[src/rtl/render_queue_fifo.sv]
// render_queue_fifo
//   Avalon-MM slave that stages 48-bit sprite render commands written by the
//   CPU and queues them for the frame-buffer compositor (clk50 domain).
//   Command layout: {magic[7:0], x[15:0], y[15:0], flags[7:0]};
//   magic 8'hFF is the "do render" (frame end) marker.
//
// Ports
//   clk50                  in   system clock
//   reset                  in   synchronous, active-high reset
//   chipselect/write/read  in   Avalon slave strobes
//   address[1:0]           in   Avalon word address
//   writedata[31:0]        in   Avalon write data
//   readdata[31:0]         out  Avalon read data, valid the cycle after read
//   render_queue_dout[47:0] out head command (show-ahead), FF marker when empty
//   render_queue_pop_front in   consumer pop, sampled on posedge clk50
//
// Register map
//   wr 0: stage_xy             rd 0: stage_xy
//   wr 1: push command         rd 1: {16'b0, head magic, head flags}
//   wr 2: -                    rd 2: {16'b0, frame_count, overflow, full, empty, count[4:0]}
//   wr 3: [0] clr overflow,    rd 3: 0
//         [1] clr frame_count
module render_queue_fifo #(
  parameter int DEPTH = 32,
  parameter int AW    = 5
) (
  input  logic        clk50,
  input  logic        reset,
  input  logic        chipselect,
  input  logic        write,
  input  logic        read,
  input  logic [1:0]  address,
  input  logic [31:0] writedata,
  output logic [31:0] readdata,
  output logic [47:0] render_queue_dout,
  input  logic        render_queue_pop_front
);

  localparam logic [AW:0]  DEPTH_C      = (AW+1)'(DEPTH);
  localparam logic [47:0]  EMPTY_MARKER = 48'hFF00_0000_0000;
  localparam logic [7:0]   MAGIC_RENDER = 8'hFF;

  logic [47:0]   mem_q [DEPTH];

  logic [AW-1:0] wr_ptr_q, wr_ptr_d;
  logic [AW-1:0] rd_ptr_q, rd_ptr_d;
  logic [AW:0]   count_q, count_d;
  logic [31:0]   stage_xy_q, stage_xy_d;
  logic          overflow_q, overflow_d;
  logic [7:0]    frame_count_q, frame_count_d;
  logic [31:0]   readdata_q, readdata_d;

  logic          wr_en, rd_en;
  logic          push_req, push_ok, pop_ok;
  logic          empty, full;
  logic          frame_inc, frame_dec;
  logic [47:0]   head;
  logic [47:0]   push_cmd;

  always_comb begin
    wr_en    = chipselect & write;
    rd_en    = chipselect & read;
    empty    = (count_q == '0);
    full     = (count_q == DEPTH_C);
    head     = mem_q[rd_ptr_q];
    push_cmd = {writedata[15:8], stage_xy_q, writedata[7:0]};
    push_req = wr_en && (address == 2'd1);
    pop_ok   = render_queue_pop_front && !empty;
    // A push into a full queue still fits when the head leaves in the same cycle.
    push_ok  = push_req && (!full || pop_ok);
    frame_inc = push_ok && (writedata[15:8] == MAGIC_RENDER);
    frame_dec = pop_ok && (head[47:40] == MAGIC_RENDER);
    render_queue_dout = empty ? EMPTY_MARKER : head;
  end

  always_comb begin
    wr_ptr_d      = wr_ptr_q;
    rd_ptr_d      = rd_ptr_q;
    count_d       = count_q;
    stage_xy_d    = stage_xy_q;
    overflow_d    = overflow_q;
    frame_count_d = frame_count_q;
    readdata_d    = readdata_q;

    if (wr_en && (address == 2'd0))
      stage_xy_d = writedata;

    if (push_ok)
      wr_ptr_d = wr_ptr_q + 1'b1;
    if (pop_ok)
      rd_ptr_d = rd_ptr_q + 1'b1;

    case ({push_ok, pop_ok})
      2'b10:   count_d = count_q + 1'b1;
      2'b01:   count_d = count_q - 1'b1;
      default: count_d = count_q;
    endcase

    if (push_req && !push_ok)
      overflow_d = 1'b1;

    // Increment saturates at 255; decrement never wraps below zero (can happen
    // after a software clear while frame markers are still queued).
    if (frame_inc && !frame_dec) begin
      if (frame_count_q != 8'hFF)
        frame_count_d = frame_count_q + 8'd1;
    end else if (frame_dec && !frame_inc) begin
      if (frame_count_q != 8'h00)
        frame_count_d = frame_count_q - 8'd1;
    end

    if (wr_en && (address == 2'd3)) begin
      if (writedata[0])
        overflow_d = 1'b0;
      if (writedata[1])
        frame_count_d = '0;
    end

    // Read data is built from current (pre-write) state.
    if (rd_en) begin
      case (address)
        2'd0:    readdata_d = stage_xy_q;
        2'd1:    readdata_d = {16'b0, render_queue_dout[47:40], render_queue_dout[7:0]};
        2'd2:    readdata_d = {16'b0, frame_count_q, overflow_q, full, empty, count_q[4:0]};
        default: readdata_d = '0;
      endcase
    end
  end

  always_ff @(posedge clk50) begin
    if (reset) begin
      wr_ptr_q      <= '0;
      rd_ptr_q      <= '0;
      count_q       <= '0;
      stage_xy_q    <= '0;
      overflow_q    <= 1'b0;
      frame_count_q <= '0;
      readdata_q    <= '0;
    end else begin
      wr_ptr_q      <= wr_ptr_d;
      rd_ptr_q      <= rd_ptr_d;
      count_q       <= count_d;
      stage_xy_q    <= stage_xy_d;
      overflow_q    <= overflow_d;
      frame_count_q <= frame_count_d;
      readdata_q    <= readdata_d;
    end
  end

  // Storage is not reset: an entry is only visible once count covers it.
  always_ff @(posedge clk50) begin
    if (push_ok)
      mem_q[wr_ptr_q] <= push_cmd;
  end

  assign readdata = readdata_q;

endmodule

[config.mk]
export PLATFORM = sky130hd
export DESIGN_NAME = render_queue_fifo
export DESIGN_NICKNAME = d
export VERILOG_FILES = /design/src/rtl/render_queue_fifo.sv
export SDC_FILE = /design/constraint.sdc
export NUM_CORES = 1
export LEC_CHECK = 0
export ABC_CLOCK_PERIOD_IN_PS = 4300
export BUFFER_PORTS_ARGS = -buffer_cell sky130_fd_sc_hd__buf_2
export CORE_AREA = 5 5 333 335
export CTS_CLUSTER_SIZE = 20
export DETAILED_ROUTE_END_ITERATION = 12
export DIE_AREA = 0 0 338 340
export GPL_TIMING_DRIVEN = 0
export PLACE_DENSITY_LB_ADDON = 0.25
export REMOVE_ABC_BUFFERS = 1
export SLEW_MARGIN = 40
export SYNTH_ARGS = -nofsm -noshare
export SYNTH_HDL_FRONTEND = slang
export SYNTH_SLANG_ARGS = --single-unit
[constraint.sdc]
create_clock -name clk50 -period 4.3 [get_ports clk50]
set_input_delay 0.43 -clock clk50 [delete_from_list [all_inputs] [get_ports clk50]]
set_output_delay 0.43 -clock clk50 [all_outputs]
set_load 0.02 [all_outputs]
* After elaboration in Yosys (flattened, before gate mapping)
Memory sizes are Yosys's and may differ from the RTL's. A register that Yosys moved wholly into a read port is not among the register bits. Index checks and enable logic that the tools add are counted.
Cells by class: $add $sub $neg 6, muxes and demuxes 16, reductions and logical operators 20, equality and inequality tests 9, bitwise logic cells 2
Operator list (count):
- one-hot mux 32 bit (3 select lines) | 1
- 2-to-1 mux 48 bit | 1
- 2-to-1 mux 8 bit | 6
- == test 8 bit, second input constant | 2
- one-hot mux 6 bit (2 select lines) | 1
- adder 5 x 1 -> 5 bit, second input constant | 2
- logical AND 1 bit | 10
- 2-to-1 mux 5 bit | 2
- adder 8 x 1 -> 8 bit, second input constant | 1
- inequality test 8 bit, second input constant | 1
- nonzero test 8 bit | 1
- subtractor 8 x 1 -> 8 bit, second input constant | 1
- adder 6 x 1 -> 6 bit, second input constant | 1
- == test 2 bit, second input constant | 3
- == test 6 bit, second input constant | 1
- logical NOT 6 bit | 1
- subtractor 6 x 1 -> 6 bit, second input constant | 1
- logical NOT 1 bit | 5
- 2-to-1 mux 1 bit | 5
- == test 2 x 1 -> 1 bit, second input constant | 2
- AND 1 bit | 2
- logical NOT 2 bit | 1
- nonzero test 2 bit | 1
- logical OR 1 bit | 1
Word-level totals: output and inout bits 80, memories 1, register bits 89, RAM bits 1536, input bits 40
Memory list:
- mem_q | depth 32, bits a word 48, read ports 1, clocked after memory_dff 1, wr ports 1, RTL line 43 | logic [47:0] mem_q [DEPTH];

* Longest topological paths before layout
Gate-level depths: netlist of the first run.
depth in word-level cells 12, depth in mapped cells 14

* Worst setup path before layout of the first run
No wires, ideal clock.
path kind input-to-reg, start point in address[1], end point mem mem_q[31][0], enable pin, stages on the path 5, path buffers 1, arrival 3.438 ns, setup slack 0.408 ns, path through nand4b_1 -> a41oi_1 -> clkbuf_1 -> nand2_1 -> nor2_1
Between the ends: word-level cells in the longest chain between the ends 5
RTL lines:
- start: declaration | RTL line 32 | input logic [1:0] address,
- == test 2 x 1 -> 1 bit | RTL line 67 | push_req = wr_en && (address == 2'd1);
- logical AND 1 bit | RTL line 67
- logical AND 1 bit | RTL line 70 | push_ok = push_req && (!full || pop_ok);
- 2-to-1 mux 1 bit | RTL line 152 | if (push_ok)
- 2-to-1 mux 1 bit (implied by the code) | RTL line 153 | mem_q[wr_ptr_q] <= push_cmd;
- end: declaration | RTL line 43
Every way passes these cells.

==> run summary, run 1 <==
• **run status** completed
• **most frequent cells after synthesis** sky130_fd_sc_hd__edfxtp_1, sky130_fd_sc_hd__mux4_2, sky130_fd_sc_hd__nor2_1
• **Data required, critical path** 3870 ps
• **fraction of final layout cells with drive strength greater than 1** 33.17%
• **wire length of the first global-routing pass** 236500 um
• **Core Footprint** 107800 um2
• **power density relative to cell area** 486.3 nW/um2
• **Async S/R FF share, synth** 0%
• **CTS clk-pin slew, worst paths** 60 ps
• **number of enable flip-flop cells after synthesis** 1536
• **worst ir drop on vdd** 342.1 uV
• **largest net degree at the start of global routing** 53
• **global placer's final weighted congestion** 0.8093
• **detailed-route wire length per cell** 35.34 um
• **wire length on met2** 85190 um
• **number of top-level pins** 120
• **H-Tree Level Count** 4
• **headroom to the max-slew limit** 38.13%
• **clock latency on the worst-skew pair** 760 ps
• **power after layout** 36.24 mW
• **Layout Utilization** 69.13%
• **initial standard-cell utilization of the core** 58.35%
• **IO buf count** 119
• **dpl hpwl** 104000 um
• **top achievable clock speed** 236.8 MHz
• **net switching fraction of the power** 24.00%
• **switching power** 8.696 mW
• **Met1 Wirelength** 57640 um
• **area added between synthesis and finish** 18.47%
• **total detailed-routing wirelength** 166700 um
• **library cell with the highest instance count after synthesis** sky130_fd_sc_hd__edfxtp_1
• **Die Y-Extent** 340 um
• **cell at the root of the clock tree** sky130_fd_sc_hd__clkbuf_16
• **power share of the sequential group** 48.0%
• **final number of max-transition violations** 0
• **leakage power summed over all cells** 22.39 nW
• **summed instance area of the synthesized netlist** 62900 um2
• **number of warnings printed during yosys synthesis** 0
• **syn_area_per_cell** 22.20 um2
• **Sinks on Clock Net** 1630
• **Top FF cell, synth** sky130_fd_sc_hd__edfxtp_1
• **Die X** 338 um
• **via count of the routed design** 32290
• **Nets** 3227
• **data arrival time at the worst-slack endpoint** 3790 ps
• **Worst Setup End Kind** output pin
• **Internal Dissipation** 27.54 mW
• **total DRC errors in the routed layout** 0
• **antenna violations before repair** 3
• **clock tree from TritonCTS** done
• **Least-Margin Pin Slew** 924.6 ps
• **classification of the worst setup path** reg2out
• **worst min path class** in2reg
• **synth top area cells** sky130_fd_sc_hd__edfxtp_1, sky130_fd_sc_hd__mux4_2, sky130_fd_sc_hd__dfxtp_1
• **routed length on met3** 17040 um
• **Hold Violations, Final** 0
• **vias in the first global route** 32840
• **crit path time final** 4223 ps
• **drt first-iter violations** 4817
• **remaining antenna violation count** 0
• **clock share of power** 37.0%
• **largest fanout on the critical path** 20
• **first-pass iteration count of the detailed router** 6
• **portion of synthesized cell area occupied by the leading cell type** 73.33%
• **final setup vio count** 0
• **residual overflow from global routing** 0
• **number of buffers inserted during clock tree synthesis** 155
• **proportion of synthesized chip area in sequential cells** 76.32%
• **skew final** 29.93 ps
• **DIE AREA** 114900 um2
• **register-to-register setup slack** 90 ps
• **Site Rows** 121
• **uppermost routed layer** met5
• **share of power burned in combinational logic** 14.9%
• **total global routing track utilization** 29.12%
• **final critical-path share of the clock period** 98.20%
• **area leader, netlist** sky130_fd_sc_hd__edfxtp_1
• **via density per instance** 6.845
• **unrepaired setup endpoints after global routing** false
• **Cells after Synth** 2833
• **number of distinct library cells after synthesis** 62
• **max-capacitance violation count** 0
• **synthesized flop and latch total** 1630
• **kind of launch point of the worst setup path** flop
• **buffer levels on the longest clock path** 3
per-stage QoR:
| step | TNS, ps | setup slack (ps) | instances | cell area [um2] | hold WS, ps |
|---|---|---|---|---|---|
| 5_1_grt | 0 | 6.145 | 4716 | 74510 | 74.62 |
| 2_1_floorplan | -826850 | -12830 | 2676 | 62170 | 472.1 |
| 3_3_place_gp | -8151430 | -19940 | 4209 | 64530 | 484.1 |
| 4_1_cts | -52.12 | -52.12 | 4711 | 74390 | 37.12 |
| 6_report | 0 | 77.31 | 4718 | 74520 | 64.95 |
| 3_5_place_dp | -616.9 | -180.0 | 4405 | 69080 | 487.7 |
cell families (layout without fill, tap and decap cells):
group	after synthesis	in the layout	share of synthesized area [%]
buffers and inverters	177	645	1.287
adder cells (fa/ha/maj)	14	14	0.2904
flip-flops	1630	1630	76.32
XOR/XNOR	11	11	0.1532
multiplexers	534	534	18.13
other	0	3	0
AND/OR/NAND/NOR	319	319	2.292
AO/OA/AOI/OAI	148	148	1.528
layout by cell type (no fill, tap or decap), types with 6 or more instances in the layout:
cell type / n
sky130_fd_sc_hd__clkbuf_1: 33
sky130_fd_sc_hd__mux4_2: 441
sky130_fd_sc_hd__nor2_4: 31
sky130_fd_sc_hd__clkinv_2: 23
sky130_fd_sc_hd__a311oi_1: 7
sky130_fd_sc_hd__nand3_1: 6
sky130_fd_sc_hd__or3_1: 7
sky130_fd_sc_hd__buf_4: 7
sky130_fd_sc_hd__edfxtp_1: 1536
sky130_fd_sc_hd__or2_2: 10
sky130_fd_sc_hd__clkbuf_8: 8
sky130_fd_sc_hd__a21oi_1: 63
sky130_fd_sc_hd__dlygate4sd3_1: 16
sky130_fd_sc_hd__clkinvlp_4: 10
sky130_fd_sc_hd__o21ai_0: 6
sky130_fd_sc_hd__dfxtp_1: 57
sky130_fd_sc_hd__nor2_1: 108
sky130_fd_sc_hd__o22ai_1: 12
sky130_fd_sc_hd__mux4_1: 33
sky130_fd_sc_hd__buf_12: 35
sky130_fd_sc_hd__a211oi_1: 21
sky130_fd_sc_hd__dfxtp_2: 32
sky130_fd_sc_hd__buf_8: 63
sky130_fd_sc_hd__clkinv_1: 31
sky130_fd_sc_hd__ha_1: 13
sky130_fd_sc_hd__buf_16: 95
sky130_fd_sc_hd__bufinv_16: 10
sky130_fd_sc_hd__nor3_1: 10
sky130_fd_sc_hd__a22oi_1: 16
sky130_fd_sc_hd__nand4_1: 8
sky130_fd_sc_hd__inv_1: 19
sky130_fd_sc_hd__mux2i_1: 56
sky130_fd_sc_hd__clkbuf_16: 165
sky130_fd_sc_hd__xor2_1: 8
sky130_fd_sc_hd__nand2_1: 95
sky130_fd_sc_hd__buf_2: 119
layer usage:
layer  vias up  GRT usage [%]
met2      2246          48.97
met4         2          10.04
met3       446          5.614
li1      12640              -
met1     16960          38.89
met5         -              0
repair_timing:
item                                    4_1_cts  5_1_grt
resized for setup                             9        2
buffers inserted                              3        2
pin swaps                                     0        0
endpoints found under the hold margin        16        0
cloned                                        2        2
hold buffers                                 16        0
endpoints found under the setup margin       23       12
state kept, by name, indices dropped and copies added (netlist names), named ones only:
signal / count
overflow_q: 1
stage_xy_q: 32
mem_q: 1536
frame_count_q: 8
rd_ptr_q: 5
wr_ptr_q: 5
readdata: 32
count_q: 6
cell type report:
cell class | count | area, um2
flip-flops and latches | 1630 | 48060
fillers | 6163 | 33280
multi-input cells | 1026 | 14400
repair buffers | 340 | 5196
clock buffers | 204 | 4313
well taps | 1414 | 1769
clock inverters | 81 | 680.7
inverters | 20 | 82.58
diodes | 3 | 7.507
power by group through the flow:
stage | registers [mW] | logic, mW | clock network (mW)
finish | 17.4 | 5.41 | 13.4
global route | 17.4 | 5.72 | 14.3
CTS | 17.4 | 5.37 | 13.5
detailed placement | 17.8 | 5.18 | 0
global placement | 18.1 | 3.87 | 0
floorplan | 18.0 | 2.34 | 0
worst max-delay path, cell delays in order, from the launching register on:
cell	delay, ps
sky130_fd_sc_hd__dfxtp_4	380
sky130_fd_sc_hd__buf_12	210
sky130_fd_sc_hd__buf_16	230
sky130_fd_sc_hd__buf_16	220
sky130_fd_sc_hd__buf_16	200
sky130_fd_sc_hd__mux4_1	580
sky130_fd_sc_hd__mux4_2	510
sky130_fd_sc_hd__mux2i_4	270
sky130_fd_sc_hd__nand2_1	170
sky130_fd_sc_hd__buf_2	250
worst paths after layout:
check,depth (start not counted),start,end
worst max register to register,13,count_q[2],count_q[5]
worst min register to register,2,readdata[8],readdata[8]
worst max-delay path,9,flop,render_queue_dout[43]
worst min-delay path,2,reset,stage_xy_q[4]
Power figures use the tool's default switching activity.
==> run 2: changes to the inputs <==
ABC_CLOCK_PERIOD_IN_PS = 4400   (was 4300)
clock period = 4.4 ns   (was 4.3 ns; I/O delays follow)
==> run 2 against run 1 <==
First-iteration DRC count decreased by 7.1%. Die area unchanged. Critical path depth unchanged. Setup slack improved by 11 ps. Global-route usage about the same. Clock power about the same. Clock-buffer cell count unchanged. Register-to-register slack improved by 270 ps. Utilization decreased by 0.055 points.
==> run summary, run 2 (synthesis results as in run 1) <==
• **residual overflow from global routing** 0
• **Fillers** 6159
• **cell at the root of the clock tree** sky130_fd_sc_hd__clkbuf_16
• **Die Y-Extent** 340 um
• **area added between synthesis and finish** 18.37%
• **count of cells along the worst register-to-register path** 13
• **highest-count cells in the layout ignoring fill and taps** sky130_fd_sc_hd__edfxtp_1, sky130_fd_sc_hd__mux4_2, sky130_fd_sc_hd__clkbuf_16
• **number of cells in the design after placement** 4405
• **count of non-filler cells in the finished layout** 4716
• **antenna violations before repair** 5
• **unrepaired setup endpoints after global routing** false
• **number of top-level pins** 120
• **H-Tree Level Count** 4
• **hold-critical path endpoint** stage_xy_q[4]
• **kind of launch point of the worst setup path** flop
• **global placer's final weighted congestion** 0.8093
• **Least-Margin Pin Slew** 910.1 ps
• **max FFs per register** 1536
• **DIE AREA** 114900 um2
• **Core Footprint** 107800 um2
• **wire length of the first global-routing pass** 236400 um
• **Site Rows** 121
• **first-pass iteration count of the detailed router** 6
• **worst min path class** in2reg
• **IO buf count** 119
• **Data required, critical path** 3960 ps
• **Hold Crit Depth** 2
• **via density per instance** 6.872
• **total DRC errors in the routed layout** 0
• **skew final** 27.89 ps
• **register-to-register setup slack** 360 ps
• **Worst Setup End Kind** output pin
• **final number of max-transition violations** 0
• **vias in the first global route** 32780
• **crit path time final** 4312 ps
• **uppermost routed layer** met5
• **run status** completed
• **dpl hpwl** 104000 um
• **largest net degree at the start of global routing** 53
• **Final Hold Slack** 77.23 ps
• **most common cell after layout, fill and taps aside** sky130_fd_sc_hd__edfxtp_1
• **post-route design area** 74460 um2
• **number of buffers inserted during clock tree synthesis** 155
• **max-capacitance violation count** 0
• **Reg-to-Reg End** count_q[5]
• **Critical R2R Launch** count_q[1]
• **total global routing track utilization** 29.11%
• **worst ir drop on vdd** 342.9 uV
• **Nets** 3225
• **power density relative to cell area** 475.1 nW/um2
• **via count of the routed design** 32410
• **routed length on met3** 17410 um
• **data arrival time at the worst-slack endpoint** 3870 ps
• **Met1 Wirelength** 58040 um
• **Layout Utilization** 69.07%
• **initial standard-cell utilization of the core** 58.35%
• **detailed-route wire length per cell** 35.68 um
• **final critical-path share of the clock period** 97.99%
• **top achievable clock speed** 231.9 MHz
• **total detailed-routing wirelength** 168300 um
• **hold path startpoint** reset
• **clock latency on the worst-skew pair** 750 ps
• **headroom to the max-slew limit** 39.10%
• **Die X** 338 um
• **Hold Violations, Final** 0
• **final setup vio count** 0
• **Sinks on Clock Net** 1630
• **drt first-iter violations** 4474
• **post-placement cell area** 69080 um2
• **fraction of final layout cells with drive strength greater than 1** 33.19%
• **classification of the worst setup path** reg2out
• **largest fanout on the critical path** 20
• **clock tree from TritonCTS** done
• **CTS clk-pin slew, worst paths** 60 ps
• **leakage power summed over all cells** 22.36 nW
• **wire length on met2** 85930 um
• **register ranked first by flip-flop count** mem_q
• **buffer levels on the longest clock path** 3
• **remaining antenna violation count** 0
• **power after layout** 35.37 mW
[run 2: layout make-up]
class	instances	area (um2)	share of cell area (%)
diodes	3	7.507	0.01008
flip-flops and latches	1630	48060	64.55
clock inverters	81	680.7	0.9141
well taps	1414	1769	2.376
multi-input cells	1026	14400	19.34
inverters	20	82.58	0.1109
clock buffers	204	4313	5.792
repair buffers	338	5141	6.905
[run 2: how the worst max path moves through the flow]
stage	cells past startpoint	slack [ps]	from	to
2_1_floorplan	7	-12730	flop	frame_count_q[5]
3_3_place_gp	7	-19840	flop	frame_count_q[5]
3_5_place_dp	11	-80	flop	frame_count_q[2]
4_1_cts	9	20	flop	render_queue_dout[27]
5_1_grt	9	50	flop	render_queue_dout[43]
6_report	9	90	flop	render_queue_dout[43]
[run 2: what timing repair did]
item                                    4_1_cts  5_1_grt
endpoints found under the setup margin       14        9
endpoints found under the hold margin        16        0
gates resized for setup                       4        4
cloned                                        1        2
hold buffers                                 16        0
buffers inserted                              3        1
[run 2: report_power, final]
group | internal, mW | total [mW] | switching [mW] | leakage [nW]
sequential | 16.9 | 17.0 | 0.102 | 14.0
combinational | 2.47 | 5.22 | 2.75 | 5.91
clock | 7.50 | 13.2 | 5.66 | 2.42
total | 26.9 | 35.4 | 8.51 | 22.4
[run 2: routing by layer]
layer | global-route usage (%) | up-vias
li1 | - | 12640
met5 | 0 | -
met3 | 5.876 | 457
met2 | 48.98 | 2323
met1 | 38.79 | 16990
met4 | 9.724 | 2
[run 2: per-stage QoR]
step | setup TNS [ps] | setup WS, ps
floorplan | -820130 | -12730
global placement | -8003430 | -19840
detailed placement | -137.8 | -79.98
CTS | 0 | 16.31
global route | 0 | 46.77
finish | 0 | 88.23
[run 2: critical path, cell delays in order, from the launching register on]
cell,delay (ps)
sky130_fd_sc_hd__dfxtp_4,380
sky130_fd_sc_hd__buf_12,210
sky130_fd_sc_hd__buf_16,230
sky130_fd_sc_hd__buf_16,220
sky130_fd_sc_hd__buf_16,200
sky130_fd_sc_hd__mux4_1,570
sky130_fd_sc_hd__mux4_2,530
sky130_fd_sc_hd__mux2i_4,290
sky130_fd_sc_hd__nand2_1,200
sky130_fd_sc_hd__buf_2,260
